--- src/rtl/race_pkg.sv ---
// Shared types and defaults for the race sequencer and its neighbours.
// Pure declarations: no latency and no handshake.
package race_pkg;

  typedef enum logic [1:0] {
    ST_IDLE      = 2'd0,
    ST_COUNTDOWN = 2'd1,
    ST_RACE      = 2'd2,
    ST_FINISH    = 2'd3
  } state_e;

  localparam int DEF_TW       = 20;
  localparam int DEF_NUM_CP   = 4;
  localparam int DEF_NUM_LAPS = 3;

  localparam logic [1:0] CD_START = 2'd3;

endpackage

--- src/rtl/race_sequencer_if.sv ---
// Race control bundle: game-state level and checkpoint pulses in, HUD/motion status out.
// Plain wires with no handshake; the sequencer registers every output it drives.
interface race_sequencer_if
  import race_pkg::*;
#(
  parameter int NUM_CP = DEF_NUM_CP,
  parameter int TW     = DEF_TW
);
  logic              race_en;
  logic [NUM_CP-1:0] cp_hit;
  logic [1:0]        state;
  logic [1:0]        cd_digit;
  logic              go;
  logic              player_enable;
  logic [1:0]        lap_count;
  logic [TW-1:0]     lap_time_ms;
  logic [TW-1:0]     last_lap_ms;
  logic [TW-1:0]     best_lap_ms;
  logic              best_valid;
  logic              finished;

  modport master (
    output race_en, cp_hit,
    input  state, cd_digit, go, player_enable, lap_count,
           lap_time_ms, last_lap_ms, best_lap_ms, best_valid, finished
  );

  modport slave (
    input  race_en, cp_hit,
    output state, cd_digit, go, player_enable, lap_count,
           lap_time_ms, last_lap_ms, best_lap_ms, best_valid, finished
  );
endinterface

--- src/rtl/ms_tick_gen.sv ---
// Millisecond prescaler: one-cycle tick every TICK_DIV cycles while en is high.
// Counter is held at zero whenever en is low; no backpressure.
module ms_tick_gen #(
  parameter int TICK_DIV = 65000
) (
  input  logic pclk,
  input  logic rst,
  input  logic en,
  output logic tick
);
  localparam int CW = (TICK_DIV > 1) ? $clog2(TICK_DIV) : 1;
  localparam logic [CW-1:0] LAST = CW'(TICK_DIV - 1);

  logic [CW-1:0] cnt_q, cnt_d;

  always_comb begin
    cnt_d = cnt_q;
    if (!en)               cnt_d = '0;
    else if (cnt_q == LAST) cnt_d = '0;
    else                   cnt_d = cnt_q + CW'(1);
  end

  always_ff @(posedge pclk or negedge rst) begin
    if (!rst) cnt_q <= '0;
    else      cnt_q <= cnt_d;
  end

  assign tick = en && (cnt_q == LAST);

endmodule

--- src/rtl/race_sequencer.sv ---
// Race flow: 3-2-1 countdown, ordered-checkpoint lap counting, lap timing, finish.
// Outputs registered; checkpoint pulses act on the next edge; no backpressure.
module race_sequencer
  import race_pkg::*;
#(
  parameter int TICK_DIV = 65000,
  parameter int STEP_MS  = 1000,
  parameter int NUM_CP   = DEF_NUM_CP,
  parameter int NUM_LAPS = DEF_NUM_LAPS,
  parameter int TW       = DEF_TW
) (
  input  logic             pclk,
  input  logic             rst,
  race_sequencer_if.slave  bus
);
  localparam int CPW = $clog2(NUM_CP + 1);
  localparam int SW  = $clog2(STEP_MS + 1);

  state_e          state_q, state_d;
  logic            race_en_q;
  logic [1:0]      cd_q, cd_d;
  logic [SW-1:0]   step_q, step_d;
  logic [CPW-1:0]  next_cp_q, next_cp_d;
  logic [1:0]      lap_count_q, lap_count_d;
  logic [TW-1:0]   lap_time_q, lap_time_d;
  logic [TW-1:0]   last_q, last_d;
  logic [TW-1:0]   best_q, best_d;
  logic            best_valid_q, best_valid_d;
  logic            go_q, go_d;
  logic            fin_q, fin_d;
  logic            tick;
  logic            cp_adv;
  logic            lap_done;

  ms_tick_gen #(.TICK_DIV(TICK_DIV)) u_tick (
    .pclk (pclk),
    .rst  (rst),
    .en   ((state_q == ST_COUNTDOWN) || (state_q == ST_RACE)),
    .tick (tick)
  );

  // Only the bit matching the expected checkpoint can advance, once per cycle.
  always_comb begin
    cp_adv = 1'b0;
    for (int i = 1; i < NUM_CP; i++) begin
      if (next_cp_q == CPW'(i) && bus.cp_hit[i]) cp_adv = 1'b1;
    end
  end

  assign lap_done = (next_cp_q == CPW'(NUM_CP)) && bus.cp_hit[0];

  always_comb begin
    state_d      = state_q;
    cd_d         = cd_q;
    step_d       = step_q;
    next_cp_d    = next_cp_q;
    lap_count_d  = lap_count_q;
    lap_time_d   = lap_time_q;
    last_d       = last_q;
    best_d       = best_q;
    best_valid_d = best_valid_q;
    go_d         = 1'b0;
    fin_d        = 1'b0;

    if (!bus.race_en) begin
      state_d     = ST_IDLE;
      cd_d        = '0;
      step_d      = '0;
      lap_count_d = '0;
      lap_time_d  = '0;
      next_cp_d   = CPW'(1);
    end else begin
      unique case (state_q)
        ST_IDLE: begin
          if (!race_en_q) begin
            state_d     = ST_COUNTDOWN;
            cd_d        = CD_START;
            step_d      = '0;
            lap_count_d = '0;
            lap_time_d  = '0;
            next_cp_d   = CPW'(1);
          end
        end
        ST_COUNTDOWN: begin
          if (tick) begin
            if (step_q == SW'(STEP_MS - 1)) begin
              step_d = '0;
              if (cd_q == 2'd1) begin
                state_d    = ST_RACE;
                go_d       = 1'b1;
                cd_d       = '0;
                lap_time_d = '0;
              end else begin
                cd_d = cd_q - 2'd1;
              end
            end else begin
              step_d = step_q + SW'(1);
            end
          end
        end
        ST_RACE: begin
          if (tick && (lap_time_q != '1)) lap_time_d = lap_time_q + TW'(1);
          if (cp_adv) next_cp_d = next_cp_q + CPW'(1);
          // Completion stores the pre-tick time and restarts the lap at zero.
          if (lap_done) begin
            last_d       = lap_time_q;
            if (!best_valid_q || (lap_time_q < best_q)) best_d = lap_time_q;
            best_valid_d = 1'b1;
            lap_count_d  = lap_count_q + 2'd1;
            next_cp_d    = CPW'(1);
            lap_time_d   = '0;
            if (lap_count_q == 2'(NUM_LAPS - 1)) begin
              state_d = ST_FINISH;
              fin_d   = 1'b1;
            end
          end
        end
        ST_FINISH: ;
        default: state_d = ST_IDLE;
      endcase
    end
  end

  always_ff @(posedge pclk or negedge rst) begin
    if (!rst) begin
      state_q      <= ST_IDLE;
      race_en_q    <= 1'b0;
      cd_q         <= '0;
      step_q       <= '0;
      next_cp_q    <= CPW'(1);
      lap_count_q  <= '0;
      lap_time_q   <= '0;
      last_q       <= '0;
      best_q       <= '0;
      best_valid_q <= 1'b0;
      go_q         <= 1'b0;
      fin_q        <= 1'b0;
    end else begin
      state_q      <= state_d;
      race_en_q    <= bus.race_en;
      cd_q         <= cd_d;
      step_q       <= step_d;
      next_cp_q    <= next_cp_d;
      lap_count_q  <= lap_count_d;
      lap_time_q   <= lap_time_d;
      last_q       <= last_d;
      best_q       <= best_d;
      best_valid_q <= best_valid_d;
      go_q         <= go_d;
      fin_q        <= fin_d;
    end
  end

  assign bus.state         = state_q;
  assign bus.cd_digit      = cd_q;
  assign bus.go            = go_q;
  assign bus.player_enable = (state_q == ST_RACE);
  assign bus.lap_count     = lap_count_q;
  assign bus.lap_time_ms   = lap_time_q;
  assign bus.last_lap_ms   = last_q;
  assign bus.best_lap_ms   = best_q;
  assign bus.best_valid    = best_valid_q;
  assign bus.finished      = fin_q;

endmodule

--- src/flat_wrapper.sv ---
// flat-port wrapper written by rule: the top's interface ports become plain ports
module race_sequencer_flat import race_pkg::*;
#(
  parameter int TICK_DIV = 65000,
  parameter int STEP_MS  = 1000,
  parameter int NUM_CP   = DEF_NUM_CP,
  parameter int NUM_LAPS = DEF_NUM_LAPS,
  parameter int TW       = DEF_TW
)
  (pclk, rst, bus_race_en, bus_cp_hit, bus_state, bus_cd_digit, bus_go, bus_player_enable, bus_lap_count, bus_lap_time_ms, bus_last_lap_ms, bus_best_lap_ms, bus_best_valid, bus_finished);
  race_sequencer_if #(.NUM_CP(NUM_CP), .TW(TW)) bus_i ();
  input  logic pclk;
  input  logic rst;
  input wire logic [$bits(bus_i.race_en)-1:0] bus_race_en;
  input wire logic [$bits(bus_i.cp_hit)-1:0] bus_cp_hit;
  output wire logic [$bits(bus_i.state)-1:0] bus_state;
  output wire logic [$bits(bus_i.cd_digit)-1:0] bus_cd_digit;
  output wire logic [$bits(bus_i.go)-1:0] bus_go;
  output wire logic [$bits(bus_i.player_enable)-1:0] bus_player_enable;
  output wire logic [$bits(bus_i.lap_count)-1:0] bus_lap_count;
  output wire logic [$bits(bus_i.lap_time_ms)-1:0] bus_lap_time_ms;
  output wire logic [$bits(bus_i.last_lap_ms)-1:0] bus_last_lap_ms;
  output wire logic [$bits(bus_i.best_lap_ms)-1:0] bus_best_lap_ms;
  output wire logic [$bits(bus_i.best_valid)-1:0] bus_best_valid;
  output wire logic [$bits(bus_i.finished)-1:0] bus_finished;
  assign bus_i.race_en = bus_race_en;
  assign bus_i.cp_hit = bus_cp_hit;
  assign bus_state = bus_i.state;
  assign bus_cd_digit = bus_i.cd_digit;
  assign bus_go = bus_i.go;
  assign bus_player_enable = bus_i.player_enable;
  assign bus_lap_count = bus_i.lap_count;
  assign bus_lap_time_ms = bus_i.lap_time_ms;
  assign bus_last_lap_ms = bus_i.last_lap_ms;
  assign bus_best_lap_ms = bus_i.best_lap_ms;
  assign bus_best_valid = bus_i.best_valid;
  assign bus_finished = bus_i.finished;
  race_sequencer #(.TICK_DIV(TICK_DIV), .STEP_MS(STEP_MS), .NUM_CP(NUM_CP), .NUM_LAPS(NUM_LAPS), .TW(TW)) u_core (.pclk(pclk), .rst(rst), .bus(bus_i));
endmodule
--- config.mk ---
export PLATFORM = sky130hd
export DESIGN_NAME = race_sequencer_flat
export DESIGN_NICKNAME = d
export VERILOG_FILES = /design/src/rtl/race_pkg.sv /design/src/rtl/race_sequencer_if.sv /design/src/rtl/ms_tick_gen.sv /design/src/rtl/race_sequencer.sv /design/src/flat_wrapper.sv
export SDC_FILE = /design/constraint.sdc
export NUM_CORES = 1
export LEC_CHECK = 0
export ABC_AREA = 1
export CORE_ASPECT_RATIO = 0.6
export CORE_MARGIN = 3
export CORE_UTILIZATION = 35
export CTS_BUF_LIST = sky130_fd_sc_hd__clkbuf_4 sky130_fd_sc_hd__clkbuf_8
export DETAILED_ROUTE_END_ITERATION = 8
export GPL_TIMING_DRIVEN = 0
export PLACE_DENSITY = 0.53
export REMOVE_ABC_BUFFERS = 1
export SLEW_MARGIN = 30
export SYNTH_ARGS = -nofsm -noshare
export SYNTH_HDL_FRONTEND = slang
export SYNTH_SLANG_ARGS = --single-unit
--- constraint.sdc ---
create_clock -name pclk -period 2.3 [get_ports pclk]
set_input_delay 0.46 -clock pclk [delete_from_list [all_inputs] [get_ports pclk]]
set_output_delay 0.46 -clock pclk [all_outputs]
set_load 0.02 [all_outputs]
# ---- Word-level counts from Yosys, hierarchy flattened
# Index checks and enable logic that the tools add are counted.
# Widths: inputs -> output; s select.
dict set report totals {
  regBits 99
  out_inout_bits 70
  elab_cells 110
}
dict set report op_classes {
  n_addsub 6
  order_cmp 1
  n_eq_ne 22
  muxes 50
  reduce_logical 18
}
# op count
set op_table {}
lappend op_table {{$mux 20} 7}
lappend op_table {{$pmux 20 s3} 1}
lappend op_table {{$mux 10} 4}
lappend op_table {{$mux 16} 2}
lappend op_table {{$mux 2} 15}
lappend op_table {{$add 20x1->20 const B} 1}
lappend op_table {{$lt 20x20->1} 1}
lappend op_table {{$ne 20x20->1 const B} 1}
lappend op_table {{$pmux 10 s2} 1}
lappend op_table {{$add 16x1->16 const B} 1}
lappend op_table {{$eq 16x16->1 const B} 1}
lappend op_table {{$mux 1} 12}
lappend op_table {{$mux 3} 4}
lappend op_table {{$reduce_and 3->1} 4}
lappend op_table {{$add 10x1->10 const B} 1}
lappend op_table {{$eq 10x10->1 const B} 1}
lappend op_table {{$ne 3x2->1 const B} 3}
lappend op_table {{$ne 3x3->1 const B} 3}
lappend op_table {{$ne 4x2->1 const B} 2}
lappend op_table {{$pmux 2 s2} 2}
lappend op_table {{$reduce_and 4->1} 2}
lappend op_table {{$reduce_and 7->1} 1}
lappend op_table {{$eq 3x2->1 const B} 2}
lappend op_table {{$logic_and 1x1->1} 6}
lappend op_table {{15 further kinds} 19}

# ---- Longest topological paths before layout
# Gate-level depths: netlist of the first run.
dict set report depth {
  depth_word 9
  mapped_depth 15
}

# ---- Cells and area by module
# Synthesis of the first run repeated with hierarchy kept, for this count alone.
dict set report hier_totals {
  cells_unflattened 755
  hier_area_um2 5791.8
}
# module instances cells_per_inst area_per_inst_um2 seq_area_each_um2
set modules_own_cells {}
lappend modules_own_cells {race_sequencer 1 640 4916.0 2078.2}
lappend modules_own_cells {ms_tick_gen 1 115 875.8 400.4}

# ---- Worst setup path before layout of the first run
# No wires, ideal clock.
dict set report synth_timing {
  path_type {reg-to-reg}
  startpoint {register u_core.state_q[1] (netlist: u_core.bus.state[1])}
  endpoint {register u_core.lap_time_q[15] (netlist: u_core.bus.lap_time_ms[15])}
  t_arrival_ns 1.723
  required_ns 2.183
  setup_slack_ns 0.460
  path_stages_with_launch 14
  synth_period_minus_slack_ns 1.840
  path_cell_list {dfrtp_1 > inv_1 > ha_1 > buf_2 > nor2_1 > nand2_1 > o21ai_1 > a21oi_1 > nand3_2 > inv_2 > nand2_1 > buf_4 > nand2_1 > nand2_1}
}
dict set report synth_via {
  elab_chain_len 6
}
# element line
set synth_rtl {}
lappend synth_rtl {{start, declared} race_sequencer.sv:19} ;# state_e state_q, state_d;
lappend synth_rtl {{start signal, assigned} race_sequencer.sv:139} ;# state_q <= state_d;
lappend synth_rtl {{$eq 2x1->1 or $eq 2x2->1 (tied branches)} {race_sequencer.sv:38, race_sequencer.sv:73}}
lappend synth_rtl {{$logic_or 1x1->1} race_sequencer.sv:38} ;# .en ((state_q == ST_COUNTDOWN) || (state_q == ST_RACE)),
lappend synth_rtl {{$logic_and 1x1->1} ms_tick_gen.sv:28} ;# assign tick = en && (cnt_q == LAST);
lappend synth_rtl {{$logic_and 1x1->1} race_sequencer.sv:102} ;# if (tick && (lap_time_q != '1)) lap_time_d = lap_time_q + TW'(1);
lappend synth_rtl {{$ne 4x2->1 (no source line)} -}
lappend synth_rtl {{$reduce_and 6->1 (no source line)} -}
lappend synth_rtl {{end signal, assigned} race_sequencer.sv:145} ;# lap_time_q <= lap_time_d;
lappend synth_rtl {{end, declared} race_sequencer.sv:25} ;# logic [TW-1:0] lap_time_q, lap_time_d;
# Several ways; a longest one is shown, not always the timed one.
# A chain may end at the register's enable or synchronous reset.

# ---- Worst setup path after layout of the first run
dict set report layout_timing {
  startpoint {register u_core.lap_time_q[2] (netlist: u_core.bus.lap_time_ms[2])}
  endpoint {output bus_lap_time_ms[2]}
}
# element line
set layout_lines {}
lappend layout_lines {{end, declared} flat_wrapper.sv:21} ;# output wire logic [$bits(bus_i.lap_time_ms)-1:0] bus_lap_time_ms;
# No word-level cell between the ends.

==> results of run 1 <==
-- cells by family after synthesis --
logic type | Yosys count | share of synthesized area [%]
AOI/OAI and AO/OA | 70 | 6.50
buffers and inverters | 122 | 8.57
xor gates and xnor gates | 6 | 0.893
DFF | 99 | 42.1
adders and majority gates | 32 | 6.80
and+or+nand+nor | 480 | 35.1
-- timing repair --
item,4_1_cts,5_1_grt
buffers inserted,1,11
resized for setup,20,19
endpoints found under the hold margin,0,0
gates cloned,1,3
pin swaps,1,7
setup endpoints to repair,78,42
-- where the power goes --
group          switching (mW)  total [mW]  internal [mW]
clock network           0.654        1.17          0.519
registers              0.0799        1.90           1.82
logic                   0.970        1.44          0.472
-- sequential cells by signal (all words and copies together) (netlist names) --
register	cells
u_core.race_en_q	1
u_core.bus.last_lap_ms	20
u_core.bus.state	2
u_core.bus.lap_time_ms	20
u_core.bus.go	1
u_core.step_q	10
u_core.next_cp_q	3
u_core.bus.lap_count	2
u_core.bus.cd_digit	2
u_core.bus.finished	1
u_core.bus.best_lap_ms	20
u_core.u_tick.cnt_q	16
u_core.bus.best_valid	1
-- layout by cell type (no fill, tap or decap), types with 2 or more instances in the layout --
| cell type | n |
|---|---|
| o31ai_1 | 4 |
| clkinvlp_4 | 2 |
| nand3_1 | 74 |
| a21oi_1 | 14 |
| nand3_2 | 4 |
| dfrtp_1 | 91 |
| clkdlybuf4s50_1 | 73 |
| dfrtp_2 | 7 |
| nor2_2 | 5 |
| nand2_2 | 4 |
| nand2_8 | 3 |
| buf_4 | 10 |
| o21ai_0 | 42 |
| nand3_4 | 2 |
| nor2_4 | 4 |
| nor3b_1 | 2 |
| nor2_1 | 74 |
| clkinv_2 | 2 |
| inv_6 | 2 |
| ha_4 | 3 |
| buf_12 | 2 |
| nor3_1 | 24 |
| o21bai_1 | 2 |
| nand2_1 | 260 |
| inv_1 | 87 |
| nor3_2 | 2 |
| clkbuf_8 | 9 |
| inv_2 | 5 |
| or2_2 | 2 |
| xor2_1 | 6 |
| nand4_1 | 18 |
| ha_1 | 29 |
-- worst paths after layout --
path / startpoint / to / slack, ps / cells after the start
worst min-delay path: rst / u_core.bus.cd_digit[1]$_DFFE_PN0P_ / 30 / 1
worst max-delay path: u_core.bus.lap_time_ms[2]$_DFFE_PN0P_ / bus_lap_time_ms[2] / 160 / 1
min in group pclk: u_core.u_tick.cnt_q[0]$_DFF_PN0_ / u_core.u_tick.cnt_q[0]$_DFF_PN0_ / 480 / 1
worst min register to register: u_core.u_tick.cnt_q[0]$_DFF_PN0_ / u_core.u_tick.cnt_q[0]$_DFF_PN0_ / 480 / 1
worst max register to register: u_core.bus.lap_time_ms[2]$_DFFE_PN0P_ / u_core.bus.lap_time_ms[9]$_DFFE_PN0P_ / 210 / 12
max in group asynchronous: rst / u_core.next_cp_q[0]$_DFFE_PN1P_ / 1580 / 2
-- area by class of cell --
type                       instances  area [sq um]  share of cell area [%]
clock buffer                      10           131                    1.80
clock inverter                     6          65.1                   0.891
timing repair buffer              89           905                    12.4
multi-input combinational        592          3060                    41.9
inverter                          95           368                    5.04
sequential                        99          2490                    34.0
tap                              228           285                    3.90
-- cell usage after synthesis (2+ instances only) --
library cell and n:
buf_4 2, o21bai_1 2, buf_2 12, buf_6 3, clkbuf_1 9, nor3b_1 2, nand4_1 18, o21ai_0 42
inv_2 5, or2_2 2, a21oi_1 14, nand2_2 2, nor2_2 5, nand3_1 76, o31ai_1 4, nor3_1 24
nor2_1 75, nor3_2 2, xor2_1 6, nand2_1 265, nand3_2 2, dfrtp_1 98, ha_1 32, inv_1 90
-- stage by stage --
step           util (%)  setup TNS (ps)  hold slack [ps]  instances  area, sq um
4_1_cts            43.3               0             30.8       1105         7080
2_1_floorplan         -           -6990              164        782         5740
3_5_place_dp       41.7          -79920              455       1087         6820
3_3_place_gp       41.5         -437900              457       1086         6790
5_1_grt            44.7           -4.11             44.5       1119         7310
6_report           44.7               0             27.6       1119         7310
-- per-layer routing --
layer	vias up	wire length, um
li1	2768	-
met1	2504	9990
met2	196	6380
met3	7	1560
met4	0	94
met5	-	0
==> reports/metrics.cfg, run 1 <==
[route]
postRouteAntennaNets = 0
wl_um = 18000
drtIter0Drc = 602
vias = 5475
dr.pass1.iters = 5
post_drt_wl_per_cell_um = 16.1
via_per_inst = 4.89
drc_errors = 0

[setup_path]
cp_top_family = buffers and inverters
path_buf_inv = 1
crit_slowest_cell = clkdlybuf4s50_1
startpoint_type = flip-flop
path_cells = clkdlybuf4s50_1
endpoint_kind = primary output
slowest_delay_ps = 700
critPathRequiredTime_ps = 1840
crit_arrival_ps = 1680
path_class = flip-flop to primary output
crit_fanout = 11

[run]
drv_cap = 0

[die]
core.rowCount = 36
ios = 77
die_area_sq_um = 18500
initial_core_util_pct = 36.0
die_h_um = 106
die_x_um = 173
core-area_sq_um = 16400

[timing]
tightest_slew_ps = 678
period_needed_ps = 2140
drv_slew = 0
fmax_mhz = 468
setup_ws_ps = 164
finalClockSkew_ps = 10.8
timing.slew.headroom_pct = 54.7
timing.final.hold_violations = 0
setup_viol = 0
fin_crit_sh_pct = 92.9

[logic_synthesis]
synth_area_sq_um = 5890
synth_top_area_share_pct = 41.7
synth_seq_area_share_pct = 42.1
synth-edff-count = 0
yosys_warnings = 0
synthArstFlopShare_pct = 100
yosys.area.top_type = dfrtp_1
netlist_top_cells_area = dfrtp_1, nand2_1, ha_1
synth_flop_cell = dfrtp_1
syn_avg_cell_area_sq_um = 7.28
syn-instance-count = 809
synthDistinctLibCells = 41
synth_seq_cells = 99

[cts]
clk_pin_slew_ps = 100
numCtsBuffers = 9
cts.sinks = 99
htreeDepth = 3
clk_latency_ps = 370
cts_tree = yes
root_buffer = clkbuf_8
hold_buffers = 0
clk_path_buf_depth = 2

[placement]
hpwl_um = 12500
place_congestion = 0.926
place_ws_ps = -1250
portBuffers = 76

[global_route]
grtUsageMet2_pct = 25.2
grtUsageMet1_pct = 32.2
overflow = 0
grt_pass1_vias = 4995
antenna_found_initial = 0
grt_max_degree = 52
grt_usage_pct = 19.5
grt_use_met3_pct = 4.35
grt_pass1_wl_um = 28400
top_usage_layer = met1

[cells_and_area]
diodes = 0
drive_above_1_share_pct = 8.75
fillCellCount = 1673
syn_to_final_growth_pct = 24.1
fin_nets = 925

[pwr]
p_leak_nw = 3.27
power.total_mw = 4.51
peakVddDrop_uv = 375
p_per_area_nw_per_um2 = 618

[min_path]
min_path_type = input port to asynchronous set/reset pin

[run_status]
status = finished, final reports clean

(Power assumes the default switching activity.)
==> run 2, diff against run 1 <==
--- a/config.mk
+++ b/config.mk
@@ -6,10 +6,11 @@
 export NUM_CORES = 1
 export LEC_CHECK = 0
 export ABC_AREA = 1
+export CAP_MARGIN = 20
 export CORE_ASPECT_RATIO = 0.6
-export CORE_MARGIN = 3
 export CORE_UTILIZATION = 35
 export CTS_BUF_LIST = sky130_fd_sc_hd__clkbuf_4 sky130_fd_sc_hd__clkbuf_8
+export CTS_CLUSTER_DIAMETER = 50
 export DETAILED_ROUTE_END_ITERATION = 8
 export GPL_TIMING_DRIVEN = 0
 export PLACE_DENSITY = 0.53
==> reports/metrics.cfg, run 2 (same netlist as run 1, synthesis figures left out) <==
[cts]
clk_latency_ps = 370
hold_buffers = 0
clk_path_buf_depth = 2
cts.sinks = 99
root_buffer = clkbuf_8
numCtsBuffers = 9
htreeDepth = 3
clk_pin_slew_ps = 100
cts_tree = yes

[timing]
fin_crit_sh_pct = 92.6
setup_ws_ps = 170
finalClockSkew_ps = 11.2
tightest_slew_ps = 659
timing.final.hold_violations = 0
setup_viol = 0
rsz0062_at_grt = no
timing.slew.headroom_pct = 56.0
period_needed_ps = 2130
drv_slew = 0
fmax_mhz = 470

[global_route]
grt_pass1_vias = 4814
grt_usage_pct = 20.6
grt_pass1_wl_um = 27400
overflow = 0
grt_max_degree = 54
antenna_found_initial = 0

[pwr]
switching_share_pct = 37.3
pwr-share-seq_pct = 41.8
switchingPower_mw = 1.69
p_int_mw = 2.84
p_per_area_nw_per_um2 = 621
p_leak_nw = 3.27
clkPwrFrac_pct = 25.8
peakVddDrop_uv = 480
power.combinational.fraction_pct = 32.5

[cells_and_area]
post-route-util_pct = 44.6
design_area_sq_um = 7290
syn_to_final_growth_pct = 23.8
drive_above_1_share_pct = 7.98
final_common_cell = nand2_1
fin_nets = 924
layout_common_cells = nand2_1, dfrtp_1, inv_1, nor2_1, nand3_1
diodes = 0

[die]
ios = 77
die_x_um = 169
core.rowCount = 36
initial_core_util_pct = 36.0
core-area_sq_um = 16400
die_h_um = 102
die_area_sq_um = 17400

[setup_path]
slowest_delay_ps = 700
startpoint_type = flip-flop
crit_slowest_cell = clkdlybuf4s50_1
startpoint = u_core.bus.lap_time_ms[11]$_DFFE_PN0P_
crit_fanout = 8
path_cells = clkdlybuf4s50_1
critPathRequiredTime_ps = 1840
path_buf_inv = 1
endpoint_kind = primary output
reg2reg_from = u_core.bus.lap_time_ms[19]$_DFFE_PN0P_
cp_top_family = buffers and inverters
path_class = flip-flop to primary output
crit_arrival_ps = 1670

[placement]
portBuffers = 76
hpwl_um = 12200
place_congestion = 0.894
place_ws_ps = -1300
place_area_sq_um = 6820

[route]
postRouteAntennaNets = 0
post_drt_wl_per_cell_um = 15.8
drtIter0Drc = 533
dr.pass1.iters = 5
via_per_inst = 4.92
drc_errors = 0
vias = 5501
wl_um = 17700

[run_status]
status = finished, final reports clean

[min_path]
min_path_type = input port to asynchronous set/reset pin

[run]
drv_cap = 0

run 2: power by group through the flow:
stage | registers, mW | clock network, mW | logic [mW]
after global routing | 1.90 | 1.27 | 1.63
after floorplan | 1.96 | 0 | 0.648
after global placement | 1.94 | 0 | 1.11
after detailed placement | 1.94 | 0 | 1.12
after CTS | 1.91 | 1.23 | 1.21
final | 1.89 | 1.17 | 1.47
run 2: worst paths after layout:
path	slack, ps	cells past startpoint	end
worst max-delay path	170	1	bus_lap_time_ms[11]
worst min-delay path	10	1	u_core.bus.best_lap_ms[5]$_DFFE_PN0P_
worst max register to register	210	10	u_core.bus.best_lap_ms[12]$_DFFE_PN0P_
worst min register to register	470	1	u_core.u_tick.cnt_q[0]$_DFF_PN0_
max in group asynchronous	1600	2	u_core.next_cp_q[0]$_DFFE_PN1P_
min in group pclk	470	1	u_core.u_tick.cnt_q[0]$_DFF_PN0_
run 2: timing repair:
action | 4_1_cts | 5_1_grt
gates resized for setup | 21 | 11
gates cloned | 2 | 2
pin swaps | 1 | 5
endpoints found under the setup margin | 78 | 41
setup buffers | 2 | 9
run 2: area by class of cell:
cell class	instances	area, sq um
fillers	1673	9060
multi-input cells	592	3050
flip-flops and latches	99	2480
repair buffers	88	910
inverters	95	365
well taps	228	285
clock buffers	10	131
clock inverters	6	65.1
run 2: layer usage:
metal / track usage [%] / vias up / share of wire, %
met1: 33.7 / 2544 / 55
met5: 0 / - / 0
li1: - / 2753 / -
met2: 26.8 / 189 / 36
met4: 3.74 / 0 / 0.97
met3: 4.22 / 15 / 8.0
run 2: through the flow:
step | std cells | hold WS, ps | power (mW) | TNS, ps
2_1_floorplan | 782 | 164 | 2.60 | -6990
3_3_place_gp | 1086 | 455 | 3.05 | -435740
3_5_place_dp | 1087 | 432 | 3.05 | -83590
4_1_cts | 1107 | 11.1 | 4.34 | 0
5_1_grt | 1118 | 28.1 | 4.80 | 0
6_report | 1118 | 11.6 | 4.53 | 0
